[src/rtl/commit_monitor_pkg.sv]
// Shared defaults, watchdog state type and popcount helper for the commit progress monitor.
package commit_monitor_pkg;

    localparam int unsigned DEF_COMMIT_WIDTH = 6;
    localparam int unsigned DEF_CNT_W        = 64;
    localparam int unsigned DEF_DROP_W       = 16;
    localparam int unsigned MAX_COMMIT_WIDTH = 64;
    localparam int unsigned POP_W            = 7;

    typedef enum logic {
        RUN   = 1'b0,
        STUCK = 1'b1
    } wd_state_e;

    // Callers zero-extend their commit vector to MAX_COMMIT_WIDTH.
    function automatic logic [POP_W-1:0] popcount(input logic [MAX_COMMIT_WIDTH-1:0] i_bits);
        logic [POP_W-1:0] w_sum;
        w_sum = '0;
        for (int i = 0; i < MAX_COMMIT_WIDTH; i++) begin
            w_sum = w_sum + POP_W'(i_bits[i]);
        end
        return w_sum;
    endfunction

endpackage

[src/rtl/commit_monitor_report_buf.sv]
// Single-entry snapshot buffer with valid/ready output, drop detection and a saturating
// dropped-snapshot counter.
module commit_monitor_report_buf
    import commit_monitor_pkg::*;
#(
    parameter int unsigned CNT_W  = DEF_CNT_W,
    parameter int unsigned DROP_W = DEF_DROP_W
) (
    input  logic              clock,
    input  logic              reset_n,
    input  logic              i_clear,
    input  logic              i_trigger,
    input  logic [CNT_W-1:0]  i_cycle,
    input  logic [CNT_W-1:0]  i_instr,
    input  logic              i_ready,
    output logic              o_valid,
    output logic [CNT_W-1:0]  o_cycle,
    output logic [CNT_W-1:0]  o_instr,
    output logic [DROP_W-1:0] o_dropped
);

    logic              r_valid;
    logic [CNT_W-1:0]  r_cycle;
    logic [CNT_W-1:0]  r_instr;
    logic [DROP_W-1:0] r_dropped;
    logic              w_load;
    logic              w_drop;

    // A full buffer can still take a new snapshot if the old one leaves this cycle.
    always_comb begin
        w_load = i_trigger && (!r_valid || i_ready);
        w_drop = i_trigger && r_valid && !i_ready;
    end

    always_ff @(posedge clock or negedge reset_n) begin
        if (!reset_n) begin
            r_valid   <= 1'b0;
            r_cycle   <= '0;
            r_instr   <= '0;
            r_dropped <= '0;
        end else if (i_clear) begin
            r_valid   <= 1'b0;
            r_cycle   <= '0;
            r_instr   <= '0;
            r_dropped <= '0;
        end else begin
            if (w_load) begin
                r_valid <= 1'b1;
                r_cycle <= i_cycle;
                r_instr <= i_instr;
            end else if (i_ready) begin
                r_valid <= 1'b0;
            end
            if (w_drop && (r_dropped != '1)) begin
                r_dropped <= r_dropped + DROP_W'(1);
            end
        end
    end

    assign o_valid   = r_valid;
    assign o_cycle   = r_cycle;
    assign o_instr   = r_instr;
    assign o_dropped = r_dropped;

endmodule

[src/rtl/commit_monitor.sv]
// Commit progress monitor: cycle/instruction counters, no-commit watchdog and periodic
// progress snapshots delivered through a single-entry valid/ready buffer.
module commit_monitor
    import commit_monitor_pkg::*;
#(
    parameter int unsigned COMMIT_WIDTH  = DEF_COMMIT_WIDTH,
    parameter int unsigned CNT_W         = DEF_CNT_W,
    parameter int unsigned STUCK_LIMIT   = 5000,
    parameter int unsigned REPORT_PERIOD = 10000,
    parameter int unsigned DROP_W        = DEF_DROP_W
) (
    input  logic                    clock,
    input  logic                    reset_n,
    input  logic [COMMIT_WIDTH-1:0] commit_valid,
    input  logic                    commit_is_walk,
    input  logic                    clear,
    output logic                    report_valid,
    input  logic                    report_ready,
    output logic [CNT_W-1:0]        report_cycle,
    output logic [CNT_W-1:0]        report_instr,
    output logic [DROP_W-1:0]       report_dropped,
    output logic                    stuck,
    output logic                    stuck_fire,
    output logic [CNT_W-1:0]        stuck_cycle
);

    localparam int unsigned TIMER_W = $clog2(STUCK_LIMIT + 2);
    localparam int unsigned PER_W   = $clog2(REPORT_PERIOD);
    localparam logic [TIMER_W-1:0] TIMER_SAT = TIMER_W'(STUCK_LIMIT + 1);
    localparam logic [PER_W-1:0]   PER_LAST  = PER_W'(REPORT_PERIOD - 1);

    logic [CNT_W-1:0]   r_cycle_cnt;
    logic [CNT_W-1:0]   r_instr_cnt;
    logic [TIMER_W-1:0] r_timer;
    logic [PER_W-1:0]   r_period;
    logic               r_stuck_fire;
    logic [CNT_W-1:0]   r_stuck_cycle;
    wd_state_e          r_state;
    wd_state_e          w_state_next;
    logic               w_fire;
    logic               w_has_commit;
    logic               w_trigger;
    logic [POP_W-1:0]   w_pop;

    always_comb begin
        w_has_commit = !commit_is_walk && commit_valid[0];
        w_trigger    = (r_period == '0);
        w_pop        = popcount(MAX_COMMIT_WIDTH'(commit_valid));
    end

    // The timer saturates at STUCK_LIMIT+1, so "exceeds the limit" is an equality test.
    always_comb begin
        w_state_next = r_state;
        w_fire       = 1'b0;
        unique case (r_state)
            RUN: begin
                if ((r_timer == TIMER_SAT) && !w_has_commit) begin
                    w_state_next = STUCK;
                    w_fire       = 1'b1;
                end
            end
            STUCK:   w_state_next = STUCK;
            default: w_state_next = RUN;
        endcase
    end

    always_ff @(posedge clock or negedge reset_n) begin
        if (!reset_n) begin
            r_state <= RUN;
        end else if (clear) begin
            r_state <= RUN;
        end else begin
            r_state <= w_state_next;
        end
    end

    always_ff @(posedge clock or negedge reset_n) begin
        if (!reset_n) begin
            r_cycle_cnt   <= '0;
            r_instr_cnt   <= '0;
            r_timer       <= '0;
            r_period      <= '0;
            r_stuck_fire  <= 1'b0;
            r_stuck_cycle <= '0;
        end else if (clear) begin
            r_cycle_cnt   <= '0;
            r_instr_cnt   <= '0;
            r_timer       <= '0;
            r_period      <= '0;
            r_stuck_fire  <= 1'b0;
            r_stuck_cycle <= '0;
        end else begin
            r_cycle_cnt <= r_cycle_cnt + CNT_W'(1);
            if (!commit_is_walk) begin
                r_instr_cnt <= r_instr_cnt + CNT_W'(w_pop);
            end
            if (w_has_commit) begin
                r_timer <= '0;
            end else if (r_timer != TIMER_SAT) begin
                r_timer <= r_timer + TIMER_W'(1);
            end
            r_period     <= (r_period == PER_LAST) ? '0 : r_period + PER_W'(1);
            r_stuck_fire <= w_fire;
            if (w_fire) begin
                r_stuck_cycle <= r_cycle_cnt;
            end
        end
    end

    commit_monitor_report_buf #(
        .CNT_W  (CNT_W),
        .DROP_W (DROP_W)
    ) u_report_buf (
        .clock     (clock),
        .reset_n   (reset_n),
        .i_clear   (clear),
        .i_trigger (w_trigger),
        .i_cycle   (r_cycle_cnt),
        .i_instr   (r_instr_cnt),
        .i_ready   (report_ready),
        .o_valid   (report_valid),
        .o_cycle   (report_cycle),
        .o_instr   (report_instr),
        .o_dropped (report_dropped)
    );

    assign stuck       = (r_state == STUCK);
    assign stuck_fire  = r_stuck_fire;
    assign stuck_cycle = r_stuck_cycle;

endmodule

[config.mk]
export PLATFORM = sky130hd
export DESIGN_NAME = commit_monitor
export DESIGN_NICKNAME = d
export VERILOG_FILES = /design/src/rtl/commit_monitor_pkg.sv /design/src/rtl/commit_monitor_report_buf.sv /design/src/rtl/commit_monitor.sv
export SDC_FILE = /design/constraint.sdc
export NUM_CORES = 1
export LEC_CHECK = 0
export CAP_MARGIN = 10
export CORE_AREA = 2 2 218 220
export DETAILED_ROUTE_END_ITERATION = 10
export DIE_AREA = 0 0 220 222
export SLEW_MARGIN = 20
export SYNTH_ARGS = -nofsm -noshare
export SYNTH_HDL_FRONTEND = slang
export SYNTH_HIERARCHICAL = 1
export SYNTH_SLANG_ARGS = --single-unit
[constraint.sdc]
create_clock -name clock -period 7.4 [get_ports clock]
set_input_delay 0.74 -clock clock [delete_from_list [all_inputs] [get_ports clock]]
set_output_delay 0.74 -clock clock [all_outputs]
set_load 0.05 [all_outputs]
Word-level counts from Yosys, hierarchy flattened:

Index checks and enable logic that the tools add are counted.

* flip-flop bits (word level): 366
* word-level logic and storage cells: 68
* bits of input ports: 11

* mux-type cells: 24
* bitwise gates (word level): 1
* add/sub/neg operators: 10
* reductions and logical operators: 17
* equal/unequal tests: 5

Operator list (count)
* $mux W64: 9
* $add A64 B1 Y64 const B: 1
* $add A64 B6 Y64: 1
* $mux W13: 3
* $mux W16: 2
* $mux W14: 2
* $add A16 B1 Y16 const B: 1
* $ne A16 B16 Y1 const B: 1
* $add A14 B1 Y14 const B: 1
* $eq A14 B14 Y1 const B: 1
* $logic_not A14 Y1: 1
* $add A13 B1 Y13 const B: 1
* $eq A13 B13 Y1 const B: 1
* $ne A13 B13 Y1 const B: 1
* $mux W1: 7
* $add A5 B1 Y6: 1
* $logic_and A1 B1 Y1: 6
* $reduce_bool A2 Y1: 3
* $reduce_bool A3 Y1: 2
* $add A4 B1 Y5: 1
* $add A3 B1 Y4: 1
* $logic_not A1 Y1: 4
* $add A2 B1 Y3: 1
* $add A1 B1 Y2: 1
* 4 further kinds: 4

Logic depth before layout (Yosys ltp):

* depth in word-level cells: 8
* mapped depth: 12

By module:

The synthesis kept the hierarchy.

By module, submodules not included
* commit_monitor: cells an instance 1048, area an instance 10681.5 sq um, times used 1, seq. area each 5530.3 sq um
* commit_monitor_report_buf: cells an instance 390, area an instance 5391.4 sq um, times used 1, seq. area each 3628.5 sq um

Worst setup path before layout:

OpenSTA, ideal clock, no wires.

* path type: input to register
* start: input port commit_valid[0]
* end: register r_instr_cnt[28]
* stages on the path: 11
* path slack: 3705 ps
* data arrival time: 3563 ps
* data required time: 7268 ps
* path through: fa_1 inv_1 fa_1 fa_1 inv_1 fa_1 a21oi_1 or4_1 or3_1 xor2_1 nor2_1

* word-level cells in the longest chain between the ends: 8

Ends and longest elaborated chain
* start: declaration: line commit_monitor.sv:14 `input logic [COMMIT_WIDTH-1:0] commit_valid,`
* $add A1 B1 Y2: line commit_monitor_pkg.sv:20 `w_sum = w_sum + POP_W'(i_bits[i]);`
* $add A2 B1 Y3: line commit_monitor_pkg.sv:20
* $add A3 B1 Y4: line commit_monitor_pkg.sv:20
* $add A4 B1 Y5: line commit_monitor_pkg.sv:20
* $add A5 B1 Y6: line commit_monitor_pkg.sv:20
* $add A64 B6 Y64: line commit_monitor.sv:95 `r_instr_cnt <= r_instr_cnt + CNT_W'(w_pop);`
* $mux W64: line commit_monitor.sv:94 `if (!commit_is_walk) begin`
* $mux W64: line commit_monitor.sv:85 `end else if (clear) begin`
* end signal: assignment: line commit_monitor.sv:95
* end: declaration: line commit_monitor.sv:33 `logic [CNT_W-1:0] r_instr_cnt;`

Every way passes these cells. The select of a mux whose other input is x is not followed.
A chain may end at the register's enable or synchronous reset.

Worst setup path in the final report:

* start: input port commit_valid[0]
* end: register r_instr_cnt[38]

The elaborated chain is that of the path after synthesis.

==> summary.txt <==
Timing
  – Max Clock Skew: between 0.02 and 0.03 ns
  – RSZ-0062 raised after global routing: no
  – Final worst-path cycle share: 55.0%
  – Relative slew slack: 33.9%
  – Pins Over Slew Limit: 0
  – Min Tclk post-route: 4.07 ns
  – Fin Hold WS: roughly 0.17 ns
  – Final WS setup: 3.33 ns
  – Final hold violations: 0
  – Final setup violation count: 0
  – Fin Setup TNS: 0 ns
  – FMAX: approximately 250 MHz
  – Worst Tran Pin Value: 0.990 ns

Global routing
  – Total grt overflow: 0
  – First-pass GRT wire length: 69900 um
  – Vias in the first global route: 12300
  – Largest net degree at the start of global routing: 145
  – Initial antenna violation count: 1
  – Global Route Usage Sum: 17.8%

Worst setup path
  – Crit path DAT: 4.58 ns
  – Critical R2R Capture: u_report_buf/o_instr[16]
  – Worst R2R Path Depth: 8
  – Critical path class: primary input to register
  – R2r setup slk: between 3 and 4 ns
  – Crit path max fanout: 9
  – CP required: 7.91 ns
  – Critical path launch point type: primary input
  – CP endpoint kind: register
  – Reg-to-reg critical path startpoint: r_period[4]

Die
  – Die Y: 222 um
  – Die Wd: 220 um
  – Core Box Area: 0.0463 mm^2
  – I/O pin count: 222
  – Row count: 79
  – Total Die Area: 0.0488 mm^2
  – Starting Density: 34.7%

Place
  – Placed inst area: 0.0189 mm^2
  – GP Congestion: 0.814
  – Post-DP HPWL: 28300 um
  – Pre-CTS WS: 2.77 ns
  – Placed Instances: 2203
  – # port buffers: roughly 220

Layout
  – Layout cells sized above 1: 7.18%
  – Fin area: 0.0203 mm^2
  – Antenna cells: 0
  – Util after Layout: 44.0%
  – Area Growth Syn to Fin: 26.5%
  – Nets: between 1500 and 2000
  – # fillers: 4359
  – Fin cells: 2278

Drt
  – Drt wl/cell: 19.1 um
  – Final WL: 43400 um
  – # DRC: 0
  – Via/cell ratio: 5.37
  – Total number of vias: ~12000
  – ANT nets after route: 0
  – Starting DRT DRC Count: between 800 and 900
  – Detailed-router iteration count before antenna repair: 5

Yosys
  – Seq cells post-synth: about 370
  – Avg Inst Size Synth: 11.2 um^2
  – Fraction of registers with async set/reset: 100%
  – Post-synth EDFFs: 0
  – Syn Nets: 1462
  – Yosys Warn Count: 6
  – Post-synthesis sequential area ratio: between 50 and 60%
  – Mapped cell area: 0.0161 mm^2
  – Synth Flop Type: dfrtp_1
  – Synth cell types: between 50 and 60
  – Mapped Cells: between 1000 and 1500

Clock tree
  – Deepest clock path buffer count: 3
  – Clk_lat worst skew: 0.57 ns
  – H-tree level count: 2
  – Setup Fix Bufs, Post-CTS: 0
  – Inserted Clock Buffers: 42
  – Post-CTS Resized: 0
  – # hold bufs at CTS: 0
  – Root Buffer: clkbuf_16
  – Clock transition at path regs: 0.06 ns
  – CTS tree: yes
  – Clock Sinks: ~370

Flow run
  – Maxcap violations: 0

Power and ir drop
  – Total power: 4.40 mW
  – Static leakage: about 8.5 nW
  – PwrDens: approximately 220 mW/mm^2
  – Worst VDD drop: 0.000138 V

Run status
  – Status: complete, no violations

Hold path
  – Worst hold path type: primary input to asynchronous set/reset pin
[layer usage]
metal	share of wire, %	track usage [%]	vias to the layer above	wire length [um]
met5	0	0	-	0
met4	1.7	3.83	0	717
met3	6.0	4.25	49	2590
met2	47	28.4	297	20400
met1	45	24.6	6160	19700
li1	-	-	5728	-
[worst max-delay path by stage]
stage / start / endpoint / slack (ns) / cells past startpoint
after floorplan: commit_valid[0] / r_instr_cnt[28] / 3.70 / 11
after global placement: commit_valid[0] / r_instr_cnt[42] / 2.86 / 12
after detailed placement: commit_valid[0] / r_instr_cnt[42] / 2.77 / 12
after CTS: commit_valid[0] / r_instr_cnt[42] / 3.37 / 12
after global routing: commit_valid[0] / r_instr_cnt[42] / 3.12 / 12
final: commit_valid[0] / r_instr_cnt[38] / 3.33 / 12
[where the power goes]
group	total (mW)	switching, mW	leakage [nW]	internal [mW]
combinational	0.242	0.186	2.72	0.0558
sequential	2.03	0.0160	5.10	2.01
clock	2.13	0.839	0.695	1.29
total	4.40	1.04	8.52	3.36
[cells in the mapped netlist, types with 22 or more instances]
| master | instances | area (um^2) |
|---|---|---|
| xnor2_1 | 42 | 368 |
| nand4_1 | 58 | 363 |
| nand2_1 | 54 | 203 |
| xor2_1 | 53 | 464 |
| nor2_1 | 129 | 484 |
| or4_1 | 23 | 173 |
| inv_1 | 38 | 143 |
| nor3_1 | 22 | 110 |
| dfrtp_1 | 366 | 9160 |
| or3_1 | 49 | 307 |
| nand3_1 | 68 | 340 |
| a21oi_1 | 70 | 350 |
| clkbuf_1 | 58 | 218 |
| o21ai_0 | 49 | 245 |
| a22o_1 | 192 | 1680 |
[logic make-up after synthesis]
| logic type | after synthesis | share of synthesized area (%) |
|---|---|---|
| xor gates and xnor gates | 95 | 5.18 |
| and+or+nand+nor | 514 | 18.4 |
| muxes | 5 | 0.343 |
| buffers and inverters | 114 | 2.76 |
| adders and majority gates | 13 | 1.20 |
| DFF | 366 | 57.0 |
| AOI/OAI and AO/OA | 331 | 15.1 |
[cells in the final DEF (no fill, tap or decap), types with 19 or more instances in the layout]
cell             count
nor3_1              22
a22o_1             192
nor2_1             127
o21ai_0             49
or4_1               23
nand4_1             58
clkdlybuf4s50_1    219
nand3_1             68
xnor2_1             42
nand2_1             54
nor4_1              19
clkbuf_16           43
dfrtp_1            366
inv_1               38
xor2_1              53
or3_1               49
a21oi_1             68
[critical path, stage by stage]
cell             delay [ns]
clkdlybuf4s50_1        0.44
fa_1                   0.54
inv_1                  0.05
fa_1                   0.45
fa_1                   0.40
inv_1                  0.08
fa_1                   0.23
a21oi_1                0.18
nor2_1                 0.54
nand4_1                0.36
or4_1                  0.48
nand2_1                0.08
[registers in the layout (all words and copies together) (netlist names)]
name                    flops
stuck                       1
u_report_buf/o_instr       64
r_timer                    13
u_report_buf/o_dropped     16
r_instr_cnt                64
u_report_buf/o_valid        1
u_report_buf/o_cycle       64
r_cycle_cnt                64
stuck_fire                  1
stuck_cycle                64
r_period                   14
[cell type report]
| class | count | area [um^2] | area share [%] |
|---|---|---|---|
| clock buffer | 60 | 1220 | 6.00 |
| clock inverter | 15 | 189 | 0.929 |
| inverter | 38 | 143 | 0.701 |
| multi-input combinational | 958 | 6510 | 32.0 |
| sequential | 366 | 9160 | 45.0 |
| tap | 607 | 759 | 3.74 |
| timing repair buffer | 234 | 2360 | 11.6 |
(Power assumes the default switching activity.)
